--- src/rtl/divider_seq_pkg.sv ---
// Shared definitions for the sequential restoring divider: default width, FSM states and
// iteration counter sizing.
package divider_seq_pkg;

    localparam int unsigned DefWidth = 4;

    typedef enum logic [1:0] {
        StIdle = 2'd0,
        StRun  = 2'd1,
        StDone = 2'd2
    } state_e;

    // Counter must hold 0..WIDTH.
    function automatic int unsigned cnt_width(input int unsigned w);
        return $clog2(w + 1);
    endfunction

endpackage

--- src/rtl/subtractor_nbit.sv ---
// Ripple subtractor: a + ~b + 1 built from full-adder cells.
// no_borrow_o is the final carry, so it is 1 when a >= b.
module subtractor_nbit #(
    parameter int unsigned Width = 5
) (
    input  logic [Width-1:0] a_i,
    input  logic [Width-1:0] b_i,
    output logic [Width-1:0] diff_o,
    output logic             no_borrow_o
);

    logic [Width:0]   carry;
    logic [Width-1:0] b_inv;

    assign b_inv    = ~b_i;
    assign carry[0] = 1'b1;

    for (genvar i = 0; i < Width; i++) begin : g_cell
        assign diff_o[i]    = a_i[i] ^ b_inv[i] ^ carry[i];
        assign carry[i + 1] = (a_i[i] & b_inv[i]) | (carry[i] & (a_i[i] ^ b_inv[i]));
    end

    assign no_borrow_o = carry[Width];

endmodule

--- src/rtl/divider_seq.sv ---
// Sequential restoring unsigned divider: one quotient bit per clock with a
// start/busy/done handshake. Divide by zero completes in one cycle.
module divider_seq
    import divider_seq_pkg::*;
#(
    parameter int unsigned WIDTH = DefWidth
) (
    input  logic             i_clk,
    input  logic             i_rst_n,
    input  logic             i_start,
    input  logic [WIDTH-1:0] i_dividend,
    input  logic [WIDTH-1:0] i_divisor,
    output logic             o_busy,
    output logic             o_done,
    output logic [WIDTH-1:0] o_quotient,
    output logic [WIDTH-1:0] o_remainder,
    output logic             o_div_by_zero
);

    localparam int unsigned CntW = cnt_width(WIDTH);
    localparam logic [CntW-1:0] LastCnt = CntW'(WIDTH - 1);

    state_e           state_q, state_d;
    logic [CntW-1:0]  cnt_q, cnt_d;
    logic [WIDTH-1:0] rem_q, rem_d;
    logic [WIDTH-1:0] quo_q, quo_d;
    logic [WIDTH-1:0] dvs_q, dvs_d;
    logic [WIDTH-1:0] quotient_q, quotient_d;
    logic [WIDTH-1:0] remainder_q, remainder_d;
    logic             dbz_q, dbz_d;

    logic [WIDTH:0]   shift_rem;
    logic [WIDTH:0]   trial_diff;
    logic             no_borrow;
    logic             accept;
    logic             unused_diff_msb;

    // Partial remainder stays below the divisor, so it fits in WIDTH bits between steps;
    // only the shifted value needs the extra bit.
    assign shift_rem       = {rem_q, quo_q[WIDTH-1]};
    assign unused_diff_msb = trial_diff[WIDTH];

    subtractor_nbit #(
        .Width(WIDTH + 1)
    ) u_sub (
        .a_i        (shift_rem),
        .b_i        ({1'b0, dvs_q}),
        .diff_o     (trial_diff),
        .no_borrow_o(no_borrow)
    );

    always_comb begin
        state_d     = state_q;
        cnt_d       = cnt_q;
        rem_d       = rem_q;
        quo_d       = quo_q;
        dvs_d       = dvs_q;
        quotient_d  = quotient_q;
        remainder_d = remainder_q;
        dbz_d       = dbz_q;
        accept      = 1'b0;

        unique case (state_q)
            StIdle: begin
                accept = i_start;
            end
            StRun: begin
                quo_d = {quo_q[WIDTH-2:0], no_borrow};
                rem_d = no_borrow ? trial_diff[WIDTH-1:0] : shift_rem[WIDTH-1:0];
                cnt_d = cnt_q + CntW'(1);
                if (cnt_q == LastCnt) begin
                    state_d     = StDone;
                    cnt_d       = '0;
                    quotient_d  = quo_d;
                    remainder_d = rem_d;
                end
            end
            StDone: begin
                state_d = StIdle;
                accept  = i_start;
            end
            default: begin
                state_d = StIdle;
            end
        endcase

        if (accept) begin
            dvs_d = i_divisor;
            dbz_d = 1'b0;
            cnt_d = '0;
            if (i_divisor == '0) begin
                state_d     = StDone;
                quotient_d  = '1;
                remainder_d = i_dividend;
                dbz_d       = 1'b1;
            end else begin
                state_d     = StRun;
                rem_d       = '0;
                quo_d       = i_dividend;
                quotient_d  = '0;
                remainder_d = '0;
            end
        end
    end

    always_ff @(posedge i_clk) begin
        if (!i_rst_n) begin
            state_q     <= StIdle;
            cnt_q       <= '0;
            rem_q       <= '0;
            quo_q       <= '0;
            dvs_q       <= '0;
            quotient_q  <= '0;
            remainder_q <= '0;
            dbz_q       <= 1'b0;
        end else begin
            state_q     <= state_d;
            cnt_q       <= cnt_d;
            rem_q       <= rem_d;
            quo_q       <= quo_d;
            dvs_q       <= dvs_d;
            quotient_q  <= quotient_d;
            remainder_q <= remainder_d;
            dbz_q       <= dbz_d;
        end
    end

    assign o_busy        = (state_q == StRun);
    assign o_done        = (state_q == StDone);
    assign o_quotient    = quotient_q;
    assign o_remainder   = remainder_q;
    assign o_div_by_zero = dbz_q;

endmodule

--- config.mk ---
export PLATFORM = sky130hd
export DESIGN_NAME = divider_seq
export DESIGN_NICKNAME = d
export VERILOG_FILES = /design/src/rtl/divider_seq_pkg.sv /design/src/rtl/subtractor_nbit.sv /design/src/rtl/divider_seq.sv
export SDC_FILE = /design/constraint.sdc
export NUM_CORES = 1
export LEC_CHECK = 0
export CELL_PAD_IN_SITES_DETAIL_PLACEMENT = 1
export CELL_PAD_IN_SITES_GLOBAL_PLACEMENT = 1
export CORE_UTILIZATION = 40
export DETAILED_ROUTE_END_ITERATION = 16
export GPL_TIMING_DRIVEN = 0
export PLACE_DENSITY = 0.8
export SKIP_LAST_GASP = 1
export SLEW_MARGIN = 20
export SYNTH_ARGS = -nofsm -noshare
export SYNTH_HDL_FRONTEND = slang
export SYNTH_HIERARCHICAL = 1
export SYNTH_SLANG_ARGS = --single-unit
--- constraint.sdc ---
create_clock -name i_clk -period 7.6 [get_ports i_clk]
set_clock_uncertainty 0.1 [all_clocks]
set_input_delay 1.52 -clock i_clk [delete_from_list [all_inputs] [get_ports i_clk]]
set_output_delay 1.52 -clock i_clk [all_outputs]
set_load 0.005 [all_outputs]
Word level (Yosys, flattened, before mapping). Index checks and enable logic that the tools add are counted. Widths: inputs -> output; s select.

Add/subtract/negate cells: 1. Multiply operators: 0. Divide/modulo/power cells: 0. Magnitude comparators: 0. Equal/unequal tests: 5. Shift operators: 0. Muxes and demuxes: 22. Bitwise gates (word level): 25. Reductions and logical operators: 8.

Operators by type and width (number): $mux 4 (15); $and 1x1->1 (9); $xor 1x1->1 (8); $mux 2 (3); $not 4->5 (1); $or 1x1->1 (5); $logic_not 4->1 (1); $pmux 2 s2 (1); $reduce_and 2->1 (2); $reduce_bool 2->1 (2); $reduce_or 2->1 (2); $add 3x1->3 const B (1); $eq 3x2->1 const B (1); $mux 3 (1); $ne 3x1->1 const B (1); $eq 2x1->1 const B (1); $eq 2x2->1 const B (1); $logic_not 2->1 (1); $mux 1 (2); $ne 2x2->1 const B (1); $not 1->1 (2).

Register bits: 26. Latch bits: 0. Bits in writable memories: 0. Bits in read-only memories: 0. Bits of input ports: 11. Output and inout port bits: 11. Logic and storage cells: 69. Memories: 0.

Depth between registers and ports, before layout. Gate-level depths: netlist of the first run.

Depth in word-level cells: 15. Gate-level depth with buffers: 13. Depth with buffers taken out: 12.

Hierarchy. The synthesis of the first run kept the hierarchy.

By module, submodules not included: divider_seq (instances 1, cells each 138, area an instance 1144.8 um^2, sequential area each 520.5 um^2); subtractor_nbit (instances 1, cells each 16, area an instance 133.9 um^2, sequential area each 0.0 um^2).

Least setup slack after synthesis of the first run. Ideal clock, no wire load.

Path kind: reg-to-reg. Start: reg quo_q[3]. End: reg remainder_q[1], in the netlist o_remainder[1]. Arrival: 2.432 ns. Data required time: 7.354 ns. Setup slack: 4.922 ns. Cell stages (with the launch flop): 14. Buffers on the path: 1. Clock period less this slack: 2.678 ns. Cells stage by stage: dfxtp_1 -> inv_1 -> ha_1 -> inv_1 -> fa_1 -> inv_1 -> fa_1 -> fa_1 -> inv_1 -> fa_1 -> clkbuf_1 -> mux2_2 -> nand2_1 -> a311oi_1.

Cells in the longest elaborated chain, start to end: 14. Elaborated cells between the ends (all ways): 16. Classes of those cells: 4 x mux; 12 x bitwise.

Ends and longest elaborated chain: start, declared (RTL line divider_seq.sv:26) `logic [WIDTH-1:0] quo_q, quo_d;`; start signal, assigned (RTL line divider_seq.sv:120) `quo_q <= quo_d;`; $and 1x1->1 / $xor 1x1->1 (equally long branches) (RTL line subtractor_nbit.sv:20) `assign carry[i + 1] = (a_i[i] & b_inv[i]) | (carry[i] & (a_i[i] ^ b_inv[i]));`; $or 1x1->1 * (RTL line subtractor_nbit.sv:20); $and 1x1->1 * (RTL line subtractor_nbit.sv:20); $or 1x1->1 * (RTL line subtractor_nbit.sv:20); $and 1x1->1 * (RTL line subtractor_nbit.sv:20); $or 1x1->1 * (RTL line subtractor_nbit.sv:20); $and 1x1->1 * (RTL line subtractor_nbit.sv:20); $or 1x1->1 * (RTL line subtractor_nbit.sv:20); $and 1x1->1 * (RTL line subtractor_nbit.sv:20); $or 1x1->1 * (RTL line subtractor_nbit.sv:20); via no_borrow (RTL line divider_seq.sv:34) `logic no_borrow;`; $mux 4 * (RTL line divider_seq.sv:69) `rem_d = no_borrow ? trial_diff[WIDTH-1:0] : shift_rem[WIDTH-1:0];`; $mux 4 * (RTL line divider_seq.sv:71) `if (cnt_q == LastCnt) begin`; $mux 4 * (RTL line divider_seq.sv:63) `unique case (state_q)`; $mux 4 * (RTL line divider_seq.sv:87) `if (accept) begin`; end signal, assigned (RTL line divider_seq.sv:123) `remainder_q <= remainder_d;`; end, declared (RTL line divider_seq.sv:29) `logic [WIDTH-1:0] remainder_q, remainder_d;`.

Mark *: on every way through the listed nets, which the timed path passes. The rest lies on a longest branch. The select of a mux whose other input is x is not followed. A chain may end at the register's enable or synchronous reset.

Final worst setup path of the first run.
Start: reg state_q[0]. End: out o_busy.

Cells in the longest elaborated chain, start to end: 1.

Ends and longest elaborated chain: start, declared (RTL line divider_seq.sv:23) `state_e state_q, state_d;`; start signal, assigned (RTL line divider_seq.sv:108) `state_q <= StIdle;`; start signal, assigned (RTL line divider_seq.sv:117) `state_q <= state_d;`; $eq 2x1->1 (RTL line divider_seq.sv:128) `assign o_busy = (state_q == StRun);`; end, declared (RTL line divider_seq.sv:13) `output logic o_busy,`.

No other way between the ends.

==> impl_summary.md, run 1 <==
Global route
The number of global-route vias before repair is approximately 1200. The initial antenna violation count is 0. The wire length of the first global-routing pass is about 5700 um.

The total congestion overflow is 0. The global-route usage over all layers is a little over a fifth. The largest net degree at the start of global routing is 15.

Worst setup path
The worst setup path is of the reg -> out kind. In this run the critical register-to-register path is launched from quo_q[3]. The reg-to-reg setup timing slack is approximately 4.5 ns. The worst register-to-register path ends at o_remainder[1]. Data arrives at the worst endpoint at about 1.8 ns.

STA classifies the critical path endpoint as a primary output. Along the worst path, the maximum fanout reaches 10. The count of cells along the worst register-to-register path is 13.

The worst setup path is launched from a flip-flop. The critical path data required time is roughly 6 ns.

STA
The worst setup margin is between 4 and 5 ns. The timing-limited maximum frequency is 294 MHz. The worst slack on hold paths is ~0.36 ns.

After routing, the total negative slack on setup checks comes to 0 ns. The count of endpoints failing hold in the final timing report is 0. For the pin with the worst max-slew slack, the measured transition is about 0.54 ns. Headroom to the max-slew limit came out at 63.9%. Setup violations remaining at the end of the flow were counted as 0. The shortest period the worst path allows is about 3.4 ns. Setup repair after global routing left no endpoint under its margin. The number of pins with negative max-slew slack in the final report is 0. Dividing the final minimum period by the clock period gives around 45%.

Clock tree
The maximum root-to-sink buffer count is 2. The quantity of gates resized following cts is 0. The maximum level of the CTS H-tree is 1.

TritonCTS built the clock tree. The clock reaches the later pin of the worst-skew pair after 0.32 ns. The clock drives 26 sinks. The post-cts hold buffer count is 0.

The post-CTS repair timing setup buffer count is 0. The number of CTS-inserted buffers is 3. The cell at the root of the clock tree is sky130_fd_sc_hd__clkbuf_4. The clock-pin transition on the worst setup and hold timing paths is 0.15 ns.

Route
The number of nets with antenna violations after routing is 0. The final wirelength is approximately 3300 um. Dividing the detail-routed via count by the number of cells gives ~5.

In this run, the number of DRC markers left after iteration 0 of detailed routing was 23. The overall via count from detail_route is approximately 1100. The mean routed wirelength per cell is around 15 um. In the routed design, unresolved DRC markers number 0. The iteration count of the initial detailed-routing pass is 4.

Synthesis
The most instantiated library cell after synthesis is sky130_fd_sc_hd__nand2_1. The count of yosys warnings during synthesis is 6. By area the synthesized netlist is led by sky130_fd_sc_hd__dfxtp_1 41%, sky130_fd_sc_hd__nand2_1 7.9%, sky130_fd_sc_hd__fa_1 6.3%. Synthesis produced 154 cells. The share of synthesized area occupied by flip-flops and latches is between 40% and 50%. The number of distinct standard cells referenced by the synthesized netlist is 28. Summed over its instances, the top area cell type makes up 40.7% of the synthesized netlist area.

Sorting the synthesized cells by how often they occur yields 27 x sky130_fd_sc_hd__nand2_1, 26 x sky130_fd_sc_hd__dfxtp_1, 15 x sky130_fd_sc_hd__nor2_1. Counting flops with a built-in enable in the synthesized netlist gives 0. Synthesis produced a netlist with a net count of between 150 and 200. The cell type with the highest aggregate area in the netlist is sky130_fd_sc_hd__dfxtp_1. The async set-or-reset flop fraction in the synthesized netlist is 0%. The most used flip-flop cell after synthesis is sky130_fd_sc_hd__dfxtp_1. In this run, synthesis produced a sequential element count of 26.

A synthesized cell averages slightly above 8 um2. The mapped netlist covers roughly 0.0013 mm2.

Floorplanning
The number of ports placed on the die boundary is 22. The die outline area is between 0.003 and 0.004 mm2. The area inside the core boundary is 0.00305 mm2.

The number of rows created at floorplan is 20. The initial standard-cell utilization of the core is roughly two fifths. The die is roughly 59 um tall.

The die span in x is about 59 um.

Finish
The number of antenna diodes in the final layout is 0. The number of standard cells in the layout, taps in and fillers out is around 220. The layout filler cell count is 395.

The area added between synthesis and finish is 22.8%. For this run, the share of the core covered by cells in the final layout is between 50% and 60%. In the final design database the tool counted 196 nets. In the final layout, the share of cells above drive strength 1 is under 10%.

Pwr
The maximum vdd ir drop is between 0.1 and 0.15 mV. In this run the power density over the cells is ~190 mW/mm2. Summed over all cells, the static leakage comes to about 0.60 nW.

Place
The global placer's final weighted congestion is roughly 0.86. Before CTS, the worst setup slack after placement is about 4.4 ns. Summed over all nets, the half-perimeter wirelength after detailed placement is 2540 um. The number of buffer cells added on primary ports is 20. Counting tap cells, the placed design contains a total of 218 instances.

Flow run
Max-cap violations in this run came to 0.

Hold path
The cell count of the worst hold path is 2. The path type of the worst min-delay path is reg -> reg. The startpoint of the tightest hold check path is cnt_q[2]. The capture endpoint of the worst hold path is cnt_q[2].

Outcome
The flow ran to the end, and the final reports show no timing, DRC or antenna violations.
power breakdown:
part	switching, W	internal [W]
clock network	0.0000426	0.0000293
logic	0.0000371	0.0000316
registers	0.00000652	0.000146
critical path, cell delays in order, from the launching register on:
cell                              delay [ns]
sky130_fd_sc_hd__dfxtp_1                0.41
sky130_fd_sc_hd__nand2b_1               0.10
sky130_fd_sc_hd__inv_1                  0.15
sky130_fd_sc_hd__buf_2                  0.26
sky130_fd_sc_hd__clkdlybuf4s50_1        0.54
per-stage QoR:
step	total power [W]	area [um2]
2_1_floorplan	0.000196	1280
3_3_place_gp	0.000221	1530
3_5_place_dp	0.000225	1530
4_1_cts	0.000295	1570
5_1_grt	0.000310	1570
6_report	0.000293	1570
worst max-delay path by stage:
stage	startpoint	end	slack (ns)	cells after the start
after detailed placement	i_start	o_quotient[0]	4.39	6
after global placement	i_start	o_quotient[0]	4.46	6
final	state_q[0]	o_busy	4.20	4
after CTS	state_q[0]	o_busy	4.20	4
after global routing	state_q[0]	o_busy	4.10	4
after floorplan	quo_q[3]	o_remainder[1]	4.92	13
cell families after synthesis:
| group | count (synthesis) | synth area share, % |
|---|---|---|
| adders and majority gates | 6 | 8.22 |
| buffers and inverters | 23 | 8.22 |
| AOI/OAI and AO/OA | 27 | 14.4 |
| other | 1 | 0.293 |
| muxes | 4 | 3.42 |
| and+or+nand+nor | 67 | 24.8 |
| DFF | 26 | 40.7 |
registers in the layout, summed over array words and instances (netlist names):
name           flops
rem_q              4
cnt_q              3
o_quotient         4
quo_q              4
o_remainder        4
o_div_by_zero      1
dvs_q              4
state_q            2
layout by cell type (no fill, tap or decap), types with 3 or more instances in the layout:
| cell | netlist | final |
|---|---|---|
| sky130_fd_sc_hd__a311oi_1 | 7 | 7 |
| sky130_fd_sc_hd__clkdlybuf4s50_1 | 0 | 20 |
| sky130_fd_sc_hd__clkbuf_4 | 0 | 3 |
| sky130_fd_sc_hd__nor3_1 | 10 | 10 |
| sky130_fd_sc_hd__o32ai_1 | 4 | 4 |
| sky130_fd_sc_hd__inv_1 | 13 | 13 |
| sky130_fd_sc_hd__nor2_1 | 15 | 15 |
| sky130_fd_sc_hd__nand2_1 | 27 | 27 |
| sky130_fd_sc_hd__a21oi_1 | 10 | 10 |
| sky130_fd_sc_hd__buf_2 | 6 | 6 |
| sky130_fd_sc_hd__mux2_2 | 3 | 3 |
| sky130_fd_sc_hd__nand3_1 | 6 | 6 |
| sky130_fd_sc_hd__fa_1 | 4 | 4 |
| sky130_fd_sc_hd__nand2b_1 | 4 | 4 |
| sky130_fd_sc_hd__dfxtp_1 | 26 | 26 |
layout make-up:
type                    count  area [um2]  share of cell area [%]
repair buffers             20         200                    12.7
flip-flops and latches     26         520                    33.1
well taps                  44        55.1                    3.51
multi-input cells         105         653                    41.6
clock buffers               4        36.3                    2.31
plain buffers              10        56.3                    3.59
inverters                  13        48.8                    3.11
metal layers:
| layer | wire, um | vias up | track usage [%] | part of all wire [%] |
|---|---|---|---|---|
| li1 | - | 568 | - | - |
| met1 | 1540 | 542 | 27.4 | 47 |
| met2 | 1630 | 21 | 40.1 | 49 |
| met3 | 106 | 4 | 2.42 | 3.2 |
| met4 | 28 | 0 | 5.10 | 0.85 |
| met5 | 0 | - | 0 | 0 |
Note: power is estimated with default switching activity, not from simulation.
==> run 2, diff against run 1 <==
CORE_UTILIZATION = 38   (was 40)
PLACE_DENSITY = 0.76   (was 0.8)
clock period = 3.53 ns   (was 7.6 ns; I/O delays follow)
==> impl_summary.md, run 2 (synthesized netlist as in run 1, its figures left out) <==
Clock tree
The maximum level of the CTS H-tree is 1. The number of CTS-inserted buffers is 3. The clock-pin transition on the worst setup and hold timing paths is about 0.14 ns. The tree is rooted in a sky130_fd_sc_hd__clkbuf_4.

The maximum root-to-sink buffer count is 2. For the worst-skew pair, the clock arrives at the later sink with an insertion delay of ~0.30 ns. The post-cts hold buffer count is 0. For this design, the sink count on the clock tree is 26. The post-CTS repair timing setup buffer count is 0. TritonCTS built the clock tree. The number of gates resized after CTS was 0.

Finish
Leaving out fill and tap cells, the most frequent cells in the layout are 27 x sky130_fd_sc_hd__nand2_1, 26 x sky130_fd_sc_hd__dfxtp_1, 20 x sky130_fd_sc_hd__clkdlybuf4s50_1. The most common cell after layout, fill and taps aside is sky130_fd_sc_hd__nand2_1. For this run, the share of the core covered by cells in the final layout is roughly half.

Cells with a size suffix above 1 make up 9.04% of the layout. The repair_antennas step left the layout with diodes totalling 0. The area added between synthesis and finish is 21.7%.

The count of nets after finishing is between 150 and 200.

Worst setup path
Of all nets on the critical path, the largest fanout is 6. The critical path is of the reg -> reg type. The worst flop-to-flop path endpoint is o_remainder[2]. The worst setup path is launched from a flip-flop. In this run the register-to-register setup slack is roughly 0.37 ns. The count of cells along the worst register-to-register path is 13. Data on the critical path arrives at its endpoint at ~3.2 ns. The worst register-to-register path begins at quo_q[3]. The worst setup path is captured at a flip-flop. The critical path data required time is around 3.6 ns.

Pwr
For this design the ratio of total power to cell area is about 390 mW/mm2. The worst-case IR drop observed on VDD is roughly 0.19 mV. The leakage component of the power is 0.594 nW.

STA
The transition time at the pin with the least slew margin is roughly 0.55 ns. The count of endpoints failing hold in the final timing report is 0. Setup repair after global routing left no endpoint under its margin.

Of the available clock period, the critical path in the final layout requires about nine tenths. Headroom to the max-slew limit came out at between 60% and 70%. The count of endpoints failing setup in the final report is 0.

The worst path in the final design needs a cycle of ~3.2 ns, including I/O delays and setup. The worst path meets setup with about 0.37 ns of slack. The number of pins with negative max-slew slack in the final report is 0. The timing-limited maximum frequency is between 300 and 400 MHz. Summed over all failing endpoints, the final setup total negative slack is 0 ns. The worst slack on hold paths is between 0.3 and 0.4 ns.

Global route
The number of global-route vias before repair is between 1000 and 1500. Global routing finished with a remaining overflow of 0. Global routing consumed, over all layers together, a little over a fifth of the routing resources. The initial antenna violation count was 0. The largest net degree at the start of global routing is 14.

The first global-routing pass estimated roughly 5500 um of wire.

Floorplanning
Measured along the x axis, the die boundary spans 60.0 um. The initial utilization of the core area, before any placement, comes to between 40% and 50%. The die covers approximately 0.0036 mm2.

The total area inside the core boundary comes to 0.00313 mm2. The number of rows created at floorplan is 20. During I/O placement, the number of pins put on the boundary was 22. From bottom edge to top edge, the die measures 60.0 um.

Hold path
The path type of the worst min-delay path is reg -> reg. The capture endpoint of the worst hold path is cnt_q[1]. In this run the most critical hold path is launched from cnt_q[1].

The cell count of the worst hold path is 2.

Place
The detailed-placement wirelength estimate is about 2700 um. The global placer's final weighted congestion is about 0.84. The count of buffers added on input and output ports is 20. The worst slack at placement is 0.416 ns.

Outcome
The run finished with clean final reports.

Route
After detailed routing, the number of vias per cell comes to a little over 5. For this run, design rule violations remaining after detail routing come to 0. The final wirelength is roughly 3500 um.

The iteration count of the initial detailed-routing pass is 4. The count of nets left with antenna violations once routing finished came out at 0. The overall via count from detail_route is about 1100. After detailed routing, the average wire length per cell comes to approximately 16 um. The DRC violation total after the first TritonRoute iteration is 35.

Flow run
The tool flagged a number of max-cap violations equal to 0.
## run 2: cell types whose count changed in the layout (fill, tap and decap cells not counted)
| cell | previous run | this run |
|---|---|---|
| sky130_fd_sc_hd__clkbuf_8 | 1 | 0 |
## run 2: stage by stage
stage	instance area, um2	std cells	power [W]
floorplan	1280	154	0.000422
global placement	1530	218	0.000476
detailed placement	1530	218	0.000486
CTS	1560	221	0.000606
global route	1560	221	0.000638
finish	1560	221	0.000601
## run 2: where the power goes
| group | switching (W) | internal [W] | leakage, nW |
|---|---|---|---|
| sequential | 0.0000141 | 0.000314 | 0.213 |
| combinational | 0.0000824 | 0.0000690 | 0.367 |
| clock | 0.0000818 | 0.0000397 | 0.0138 |
## run 2: critical path, cell delays in order, from the launching register on
cell,delay (ns)
sky130_fd_sc_hd__dfxtp_1,0.37
sky130_fd_sc_hd__inv_1,0.05
sky130_fd_sc_hd__ha_1,0.20
sky130_fd_sc_hd__inv_1,0.10
sky130_fd_sc_hd__fa_1,0.23
sky130_fd_sc_hd__inv_1,0.07
sky130_fd_sc_hd__fa_1,0.40
sky130_fd_sc_hd__fa_1,0.38
sky130_fd_sc_hd__inv_1,0.08
sky130_fd_sc_hd__fa_1,0.17
sky130_fd_sc_hd__clkbuf_1,0.31
sky130_fd_sc_hd__mux2_2,0.40
sky130_fd_sc_hd__nand2_1,0.07
sky130_fd_sc_hd__a311oi_1,0.09
## run 2: layout make-up
class / instances / area (um2)
Buffer: 10 / 56.3
Clock buffer: 3 / 22.5
Fill cell: 388 / 1570
Inverter: 13 / 48.8
Multi-Input combinational cell: 105 / 653
Sequential cell: 26 / 520
Tap cell: 44 / 55.1
Timing Repair Buffer: 20 / 200
## run 2: worst max path at each step
stage                  start        endpoint
global placement    quo_q[3]  o_remainder[2]
finish              quo_q[3]  o_remainder[2]
floorplan           quo_q[3]  o_remainder[1]
CTS                 quo_q[3]  o_remainder[2]
global route        quo_q[3]  o_remainder[2]
detailed placement  quo_q[3]  o_remainder[2]
## run 2: per-layer routing
layer  up-vias  part of all wire (%)  GRT usage (%)
met2        19                    50           38.3
li1        566                     -              -
met3         2                   2.1           3.46
met4         0                  0.55           4.32
met1       555                    47           26.1
met5         -                     0              0
==> run 3, diff against run 2 <==
clock period = 3.6 ns   (was 3.53 ns; I/O delays follow)
==> results of run 3 <==
Same layout as run 2 (identical final DEF). Status: complete, no violations.
Main changes from that run: setup slack after placement 0.416 ns -> 0.486 ns; setup slack after layout 0.369 ns -> 0.439 ns; register-to-register setup slack 0.37 ns -> 0.44 ns; total power 0.000601 W -> 0.000590 W; worst IR drop on VDD 0.185 mV -> 0.182 mV
